$ cat config.mk
export PLATFORM = sky130hd
export DESIGN_NAME = sample_clock_gen_flat
export DESIGN_NICKNAME = d
export VERILOG_FILES = /design/src/rtl/sample_clock_gen_if.sv /design/src/rtl/sample_clock_gen.sv /design/src/flat_wrapper.sv
export SDC_FILE = /design/constraint.sdc
export NUM_CORES = 1
export LEC_CHECK = 0
export CAP_MARGIN = 0
export CORE_MARGIN = 10
export CORE_UTILIZATION = 30
export DETAILED_ROUTE_END_ITERATION = 10
export GPL_TIMING_DRIVEN = 0
export HOLD_SLACK_MARGIN = 0.02
export PLACE_DENSITY = 0.52
export SKIP_CTS_REPAIR_TIMING = 1
export SLEW_MARGIN = 40
export SYNTH_ARGS = -nofsm -noshare
export SYNTH_HDL_FRONTEND = slang
export SYNTH_SLANG_ARGS = --single-unit
export TNS_END_PERCENT = 30
$ cat constraint.sdc
create_clock -name clk -period 3.4 [get_ports clk]
set_input_delay 0.68 -clock clk [delete_from_list [all_inputs] [get_ports clk]]
set_output_delay 0.68 -clock clk [all_outputs]
set_load 0.05 [all_outputs]
$ cat src/rtl/sample_clock_gen_if.sv
// Control and status bundle for sample_clock_gen: rate programming in, sample/channel strobes out.
// sample_ts exists only when SAMPLE_CLOCK_TSTAMP_EN is defined.
interface sample_clock_gen_if #(
    parameter int ACC_W  = 16,
    parameter int NUM_CH = 4,
    parameter int TS_W   = 32
);
    localparam int CH_IDX_W = (NUM_CH > 1) ? $clog2(NUM_CH) : 1;

    logic                en;
    logic [ACC_W-1:0]    inc_in;
    logic                inc_load;
    logic                sample_clock;
    logic                sample_stb;
    logic [NUM_CH-1:0]   ch_stb;
    logic [CH_IDX_W-1:0] ch_idx;
    logic                overrun;
`ifdef SAMPLE_CLOCK_TSTAMP_EN
    logic [TS_W-1:0]     sample_ts;

    modport master (
        output en, inc_in, inc_load,
        input  sample_clock, sample_stb, ch_stb, ch_idx, overrun, sample_ts
    );

    modport slave (
        input  en, inc_in, inc_load,
        output sample_clock, sample_stb, ch_stb, ch_idx, overrun, sample_ts
    );
`else
    modport master (
        output en, inc_in, inc_load,
        input  sample_clock, sample_stb, ch_stb, ch_idx, overrun
    );

    modport slave (
        input  en, inc_in, inc_load,
        output sample_clock, sample_stb, ch_stb, ch_idx, overrun
    );
`endif
endinterface

$ cat src/rtl/sample_clock_gen.sv
// Phase-accumulator sample-rate generator with per-sample strobe and TDM channel sequencer.
// Optional sample timestamp counter enabled by defining SAMPLE_CLOCK_TSTAMP_EN.
module sample_clock_gen #(
    parameter int          ACC_W       = 16,
    parameter int          NUM_CH      = 4,
    parameter int unsigned INC_DEFAULT = 256,
    parameter int          TS_W        = 32
) (
    input logic              clk,
    input logic              rst_n,
    sample_clock_gen_if.slave bus
);
    localparam int                  CH_IDX_W = (NUM_CH > 1) ? $clog2(NUM_CH) : 1;
    localparam logic [CH_IDX_W-1:0] LAST_CH  = CH_IDX_W'(NUM_CH - 1);
    localparam logic [ACC_W-1:0]    INC_RST  = ACC_W'(INC_DEFAULT);

    localparam logic [0:0] ST_IDLE = 1'b0;
    localparam logic [0:0] ST_SEQ  = 1'b1;

    if (NUM_CH < 1) begin : g_bad_num_ch
        $error("sample_clock_gen: NUM_CH must be at least 1");
    end
    if (TS_W < 1) begin : g_bad_ts_w
        $error("sample_clock_gen: TS_W must be at least 1");
    end

    function automatic logic [NUM_CH-1:0] onehot(input logic [CH_IDX_W-1:0] idx);
        onehot = NUM_CH'(1) << idx;
    endfunction

    logic [ACC_W-1:0]    acc_q, acc_d;
    logic [ACC_W-1:0]    active_inc_q, active_inc_d;
    logic [ACC_W-1:0]    pending_inc_q, pending_inc_d;
    logic                pend_q, pend_d;
    logic                sclk_q, sclk_d;
    logic                stb_q, stb_d;
    logic [0:0]          state_q, state_d;
    logic [CH_IDX_W-1:0] idx_q, idx_d;
    logic                ovr_q, ovr_d;

    logic [ACC_W:0]      sum;
    logic                carry;

    always_comb begin
        sum   = {1'b0, acc_q} + {1'b0, active_inc_q};
        carry = bus.en & sum[ACC_W];

        acc_d  = bus.en ? sum[ACC_W-1:0] : acc_q;
        sclk_d = bus.en ? acc_q[ACC_W-1] : sclk_q;
        stb_d  = carry;

        active_inc_d  = active_inc_q;
        pending_inc_d = pending_inc_q;
        pend_d        = pend_q;
        if (!bus.en) begin
            // Stopped accumulator: no boundary to wait for, so apply immediately.
            if (bus.inc_load) begin
                active_inc_d  = bus.inc_in;
                pending_inc_d = bus.inc_in;
                pend_d        = 1'b0;
            end
        end else begin
            // A coincident load is deferred to the following boundary.
            if (carry && pend_q) begin
                active_inc_d = pending_inc_q;
            end
            if (bus.inc_load) begin
                pending_inc_d = bus.inc_in;
                pend_d        = 1'b1;
            end else if (carry) begin
                pend_d = 1'b0;
            end
        end

        state_d = state_q;
        idx_d   = idx_q;
        ovr_d   = ovr_q;
        if (carry) begin
            if ((state_q == ST_SEQ) && (idx_q != LAST_CH)) begin
                ovr_d = 1'b1;
            end
            state_d = ST_SEQ;
            idx_d   = '0;
        end else if (state_q == ST_SEQ) begin
            if (idx_q == LAST_CH) begin
                state_d = ST_IDLE;
                idx_d   = '0;
            end else begin
                idx_d = idx_q + CH_IDX_W'(1);
            end
        end
        if (!bus.en) begin
            ovr_d = 1'b0;
        end
    end

    always_ff @(posedge clk or negedge rst_n) begin
        if (!rst_n) begin
            acc_q         <= '0;
            active_inc_q  <= INC_RST;
            pending_inc_q <= INC_RST;
            pend_q        <= 1'b0;
            sclk_q        <= 1'b0;
            stb_q         <= 1'b0;
            state_q       <= ST_IDLE;
            idx_q         <= '0;
            ovr_q         <= 1'b0;
        end else begin
            acc_q         <= acc_d;
            active_inc_q  <= active_inc_d;
            pending_inc_q <= pending_inc_d;
            pend_q        <= pend_d;
            sclk_q        <= sclk_d;
            stb_q         <= stb_d;
            state_q       <= state_d;
            idx_q         <= idx_d;
            ovr_q         <= ovr_d;
        end
    end

    assign bus.sample_clock = sclk_q;
    assign bus.sample_stb   = stb_q;
    assign bus.ch_stb       = (state_q == ST_SEQ) ? onehot(idx_q) : '0;
    assign bus.ch_idx       = idx_q;
    assign bus.overrun      = ovr_q;

`ifdef SAMPLE_CLOCK_TSTAMP_EN
    logic [TS_W-1:0] ts_q, ts_d;

    // Advances on the same edge that raises sample_stb.
    always_comb begin
        ts_d = carry ? ts_q + TS_W'(1) : ts_q;
    end

    always_ff @(posedge clk or negedge rst_n) begin
        if (!rst_n) begin
            ts_q <= '0;
        end else begin
            ts_q <= ts_d;
        end
    end

    assign bus.sample_ts = ts_q;
`endif

endmodule

$ cat src/flat_wrapper.sv
// flat-port wrapper written by rule: the top's interface ports become plain ports
module sample_clock_gen_flat 
#(
    parameter int          ACC_W       = 16,
    parameter int          NUM_CH      = 4,
    parameter int unsigned INC_DEFAULT = 256,
    parameter int          TS_W        = 32
)
  (clk, rst_n, bus_en, bus_inc_in, bus_inc_load, bus_sample_clock, bus_sample_stb, bus_ch_stb, bus_ch_idx, bus_overrun);
  sample_clock_gen_if #(.ACC_W(ACC_W), .NUM_CH(NUM_CH), .TS_W(TS_W)) bus_i ();
  input logic clk;
  input logic rst_n;
  input wire logic [$bits(bus_i.en)-1:0] bus_en;
  input wire logic [$bits(bus_i.inc_in)-1:0] bus_inc_in;
  input wire logic [$bits(bus_i.inc_load)-1:0] bus_inc_load;
  output wire logic [$bits(bus_i.sample_clock)-1:0] bus_sample_clock;
  output wire logic [$bits(bus_i.sample_stb)-1:0] bus_sample_stb;
  output wire logic [$bits(bus_i.ch_stb)-1:0] bus_ch_stb;
  output wire logic [$bits(bus_i.ch_idx)-1:0] bus_ch_idx;
  output wire logic [$bits(bus_i.overrun)-1:0] bus_overrun;
  assign bus_i.en = bus_en;
  assign bus_i.inc_in = bus_inc_in;
  assign bus_i.inc_load = bus_inc_load;
  assign bus_sample_clock = bus_i.sample_clock;
  assign bus_sample_stb = bus_i.sample_stb;
  assign bus_ch_stb = bus_i.ch_stb;
  assign bus_ch_idx = bus_i.ch_idx;
  assign bus_overrun = bus_i.overrun;
  sample_clock_gen #(.ACC_W(ACC_W), .NUM_CH(NUM_CH), .INC_DEFAULT(INC_DEFAULT), .TS_W(TS_W)) u_core (.clk(clk), .rst_n(rst_n), .bus(bus_i));
endmodule
==> impl_results.md <==
* Worst Path Arrival at 2860 ps
* Syn Std Cell Area at between 3000 and 4000 um2
* CORE AREA at 10,300 um2
* Via Count at between 2,000 and 2,500
* Commonest non-fill, non-tap cell in the layout: dfrtp_1
* Worst-Skew Late Latency at between 300 and 400 ps
* RSZ-0062 raised after global routing: false
* Clock buffer depth at 2
* Setup WS pre-CTS at ~520 ps
* Layout area overhead at 17.5%
* CTS tree: built
* Gate power share at 0.589
* Most frequent cells in the layout: dfrtp_1 (53), o21ai_0 (43), nand2_1 (40), clkdlybuf4s50_1 (26), ha_1 (20)
* Post-DRT Antenna Nets at 0
* GRT Util Overall at 0.0988
* IR drop worst, VDD at about 0.00033 V
* CP max FO at 10
* Non-filler cells, final at just under 500
* Root Driver: clkbuf_8
* WS Path Type: flop to flop
* Residual DRC count at 0
* Ports at 29
* Min Tclk post-route at around 2700 ps
* Clk slew on worst S/H paths at between 100 and 150 ps
* Share of post-route cells with drive strength above 1 at 0.140
* Initial antenna violation count at 0
* CP endpoint kind: flop
* Flop pwr share at 0.300
* Power share of the clock group at 0.111
* Placed cells at between 400 and 500
* Yosys reg bits at 55
* Port bufs at 27
* Nature of the critical path startpoint: flop
* Switching Fraction at 0.428
* Cell variety after synth at a little under 50
* Ant. Diodes at 0
* Largest net degree at the start of global routing at 34
* Status: finished, final reports clean
* Final Net Count at 389
* Row cnt at 37
* Post-synthesis area per instance at a little over 10 um2
* Ys async rst share at 1.00
* DRT Pass-1 Iters at 4
* Pwr/cell area at between 900 and 1000 nW/um2
* R2r setup slk at about 730 ps
* TritonCTS Buffers at 5
* GR Util met3 at 0.0188
* Total power at 3.51 mW
* Setup_tns at 0 ps
* Pleak at roughly 1.7 nW
* Worst reg2reg path depth at 9
* Sw power at about 1.5 mW
* Tightest Pin Transition at 676 ps
* Vias in the first global route at roughly 2,500
* Worst hold path type: primary input to asynchronous set/reset pin
* GRT met1 Usage at 0.125
* Clock Sink Count at 55
* Cells after Synth at between 300 and 400
* F_max at approximately 370 MHz
* Fin. Hold Viols at 0
* GRT overflow at 0
* Die area at ~15,000 um2
* Routed WL per cell at 14.3 um
* Syn nets at 354
* DIE HEIGHT at 123 um
* Period utilisation layout at 0.785
* Post-synth EDFFs at 0
* Internal at around 2.0 mW
* Setup violations, final at 0
* Vias per cell at a little under 5
* Min Hold Slack at 265 ps
* Fin. max-slew vios at 0
* WL final at roughly 7 mm
* Yosys warns at 0
* Seq/Total Area, Yosys at 0.435
* DRT iter0 DRCs at 64
* H-Tree Depth at 2
* Critical path required time at approximately 3600 ps
* Global route hottest layer: met2
* Met2 Usage GRT at 0.168
* Slew HR at 0.549
* Worst setup margin at 731 ps
* Top FF cell, synth: dfrtp_1
* First-pass GRT wire length at between 10 and 15 mm
* Final clock skew at about 14 ps
* Max Cap Violations at 0
* Starting Density at 0.307
* Width of the die at roughly 120 um
* Global placer's final weighted congestion at between 0.7 and 0.8
* Post-DP HPWL at 5.24 mm
[registers in the layout (all words and copies together), names as in the netlist]
name and flops:
u_core.pend_q 1, u_core.pending_inc_q 16, u_core.bus.ch_idx 2, u_core.bus.sample_stb 1, u_core.acc_q 16, u_core.bus.overrun 1, u_core.bus.sample_clock 1, u_core.active_inc_q 16
u_core.state_q 1
[synth_stat cells, types with 2 or more instances]
library cell	count	share of area
o21bai_1	2	0.0047
nand3_1	3	0.0047
xnor2_1	5	0.014
o21ai_0	43	0.068
mux2_2	16	0.057
o21a_1	3	0.0071
o21ai_4	2	0.010
nor3_1	3	0.0047
clkbuf_1	8	0.0095
ha_1	20	0.079
and2_1	4	0.0079
nand4_1	4	0.0079
nand2b_1	3	0.0059
a211oi_1	5	0.012
dfstp_2	2	0.017
buf_2	3	0.0047
a21oi_1	8	0.013
xor2_1	5	0.014
mux2_4	11	0.052
dfrtp_1	53	0.42
inv_1	19	0.023
a21o_1	8	0.019
nand2_1	40	0.047
nor2_1	18	0.021
[logic make-up (layout without fill, tap and decap cells)]
group           count (synthesis)  in the layout  synth area share
compound gates                 84             84             0.173
simple gates                   81             81             0.117
flops                          55             55             0.435
buf+inv                        34             70            0.0490
mux                            28             28             0.112
fa+ha+maj                      21             21            0.0853
xor+xnor                       10             10            0.0277
[path summary, 6_finish.rpt]
check / start / endpoint
worst min-delay path: rst_n / u_core.bus.overrun$_DFFE_PN0P_
min in group clk: u_core.acc_q[5]$_DFFE_PN0P_ / u_core.acc_q[5]$_DFFE_PN0P_
worst max-delay path: u_core.active_inc_q[0]$_DFFE_PN0P_ / u_core.active_inc_q[6]$_DFFE_PN0P_
max in group asynchronous: rst_n / u_core.active_inc_q[8]$_DFFE_PN1P_
worst min register to register: u_core.acc_q[5]$_DFFE_PN0P_ / u_core.acc_q[5]$_DFFE_PN0P_
worst max register to register: u_core.active_inc_q[0]$_DFFE_PN0P_ / u_core.active_inc_q[6]$_DFFE_PN0P_
[power by group through the flow]
| stage | clock network, mW | logic [mW] | registers, mW |
|---|---|---|---|
| 6_report | 0.389 | 2.07 | 1.05 |
| 5_1_grt | 0.433 | 2.33 | 1.09 |
| 3_5_place_dp | 0 | 2.08 | 1.07 |
| 2_1_floorplan | 0 | 1.57 | 1.10 |
| 4_1_cts | 0.405 | 2.09 | 1.06 |
| 3_3_place_gp | 0 | 2.03 | 1.06 |
[routing by layer]
| metal | vias to the layer above | wire (um) |
|---|---|---|
| li1 | 1163 | - |
| met1 | 1131 | 3340 |
| met2 | 30 | 3290 |
| met3 | 6 | 209 |
| met4 | 0 | 71 |
| met5 | - | 0 |
[per-stage QoR]
step | instance area (um2) | utilization
after CTS | 3720 | 0.360
after global placement | 3610 | 0.349
final | 3720 | 0.360
after floorplan | 3170 | -
after global routing | 3720 | 0.360
after detailed placement | 3620 | 0.351
[layout make-up]
type                            instances  area [um2]
Multi-Input combinational cell        224        1630
Buffer                                 14        80.1
Inverter                               20        75.1
Fill cell                            1058        6600
Sequential cell                        55        1380
Timing Repair Buffer                   28         288
Clock buffer                            7        86.3
Tap cell                              136         170
Clock inverter                          1        8.76
[worst max-delay path, stage by stage (launching register included)]
cell	delay, ps
dfrtp_1	390
ha_1	240
fa_1	430
a211oi_1	280
nor2_1	140
o21ai_4	290
o21ai_4	140
nand2_4	150
buf_12	160
mux2_4	300
Power figures use the tool's default switching activity.
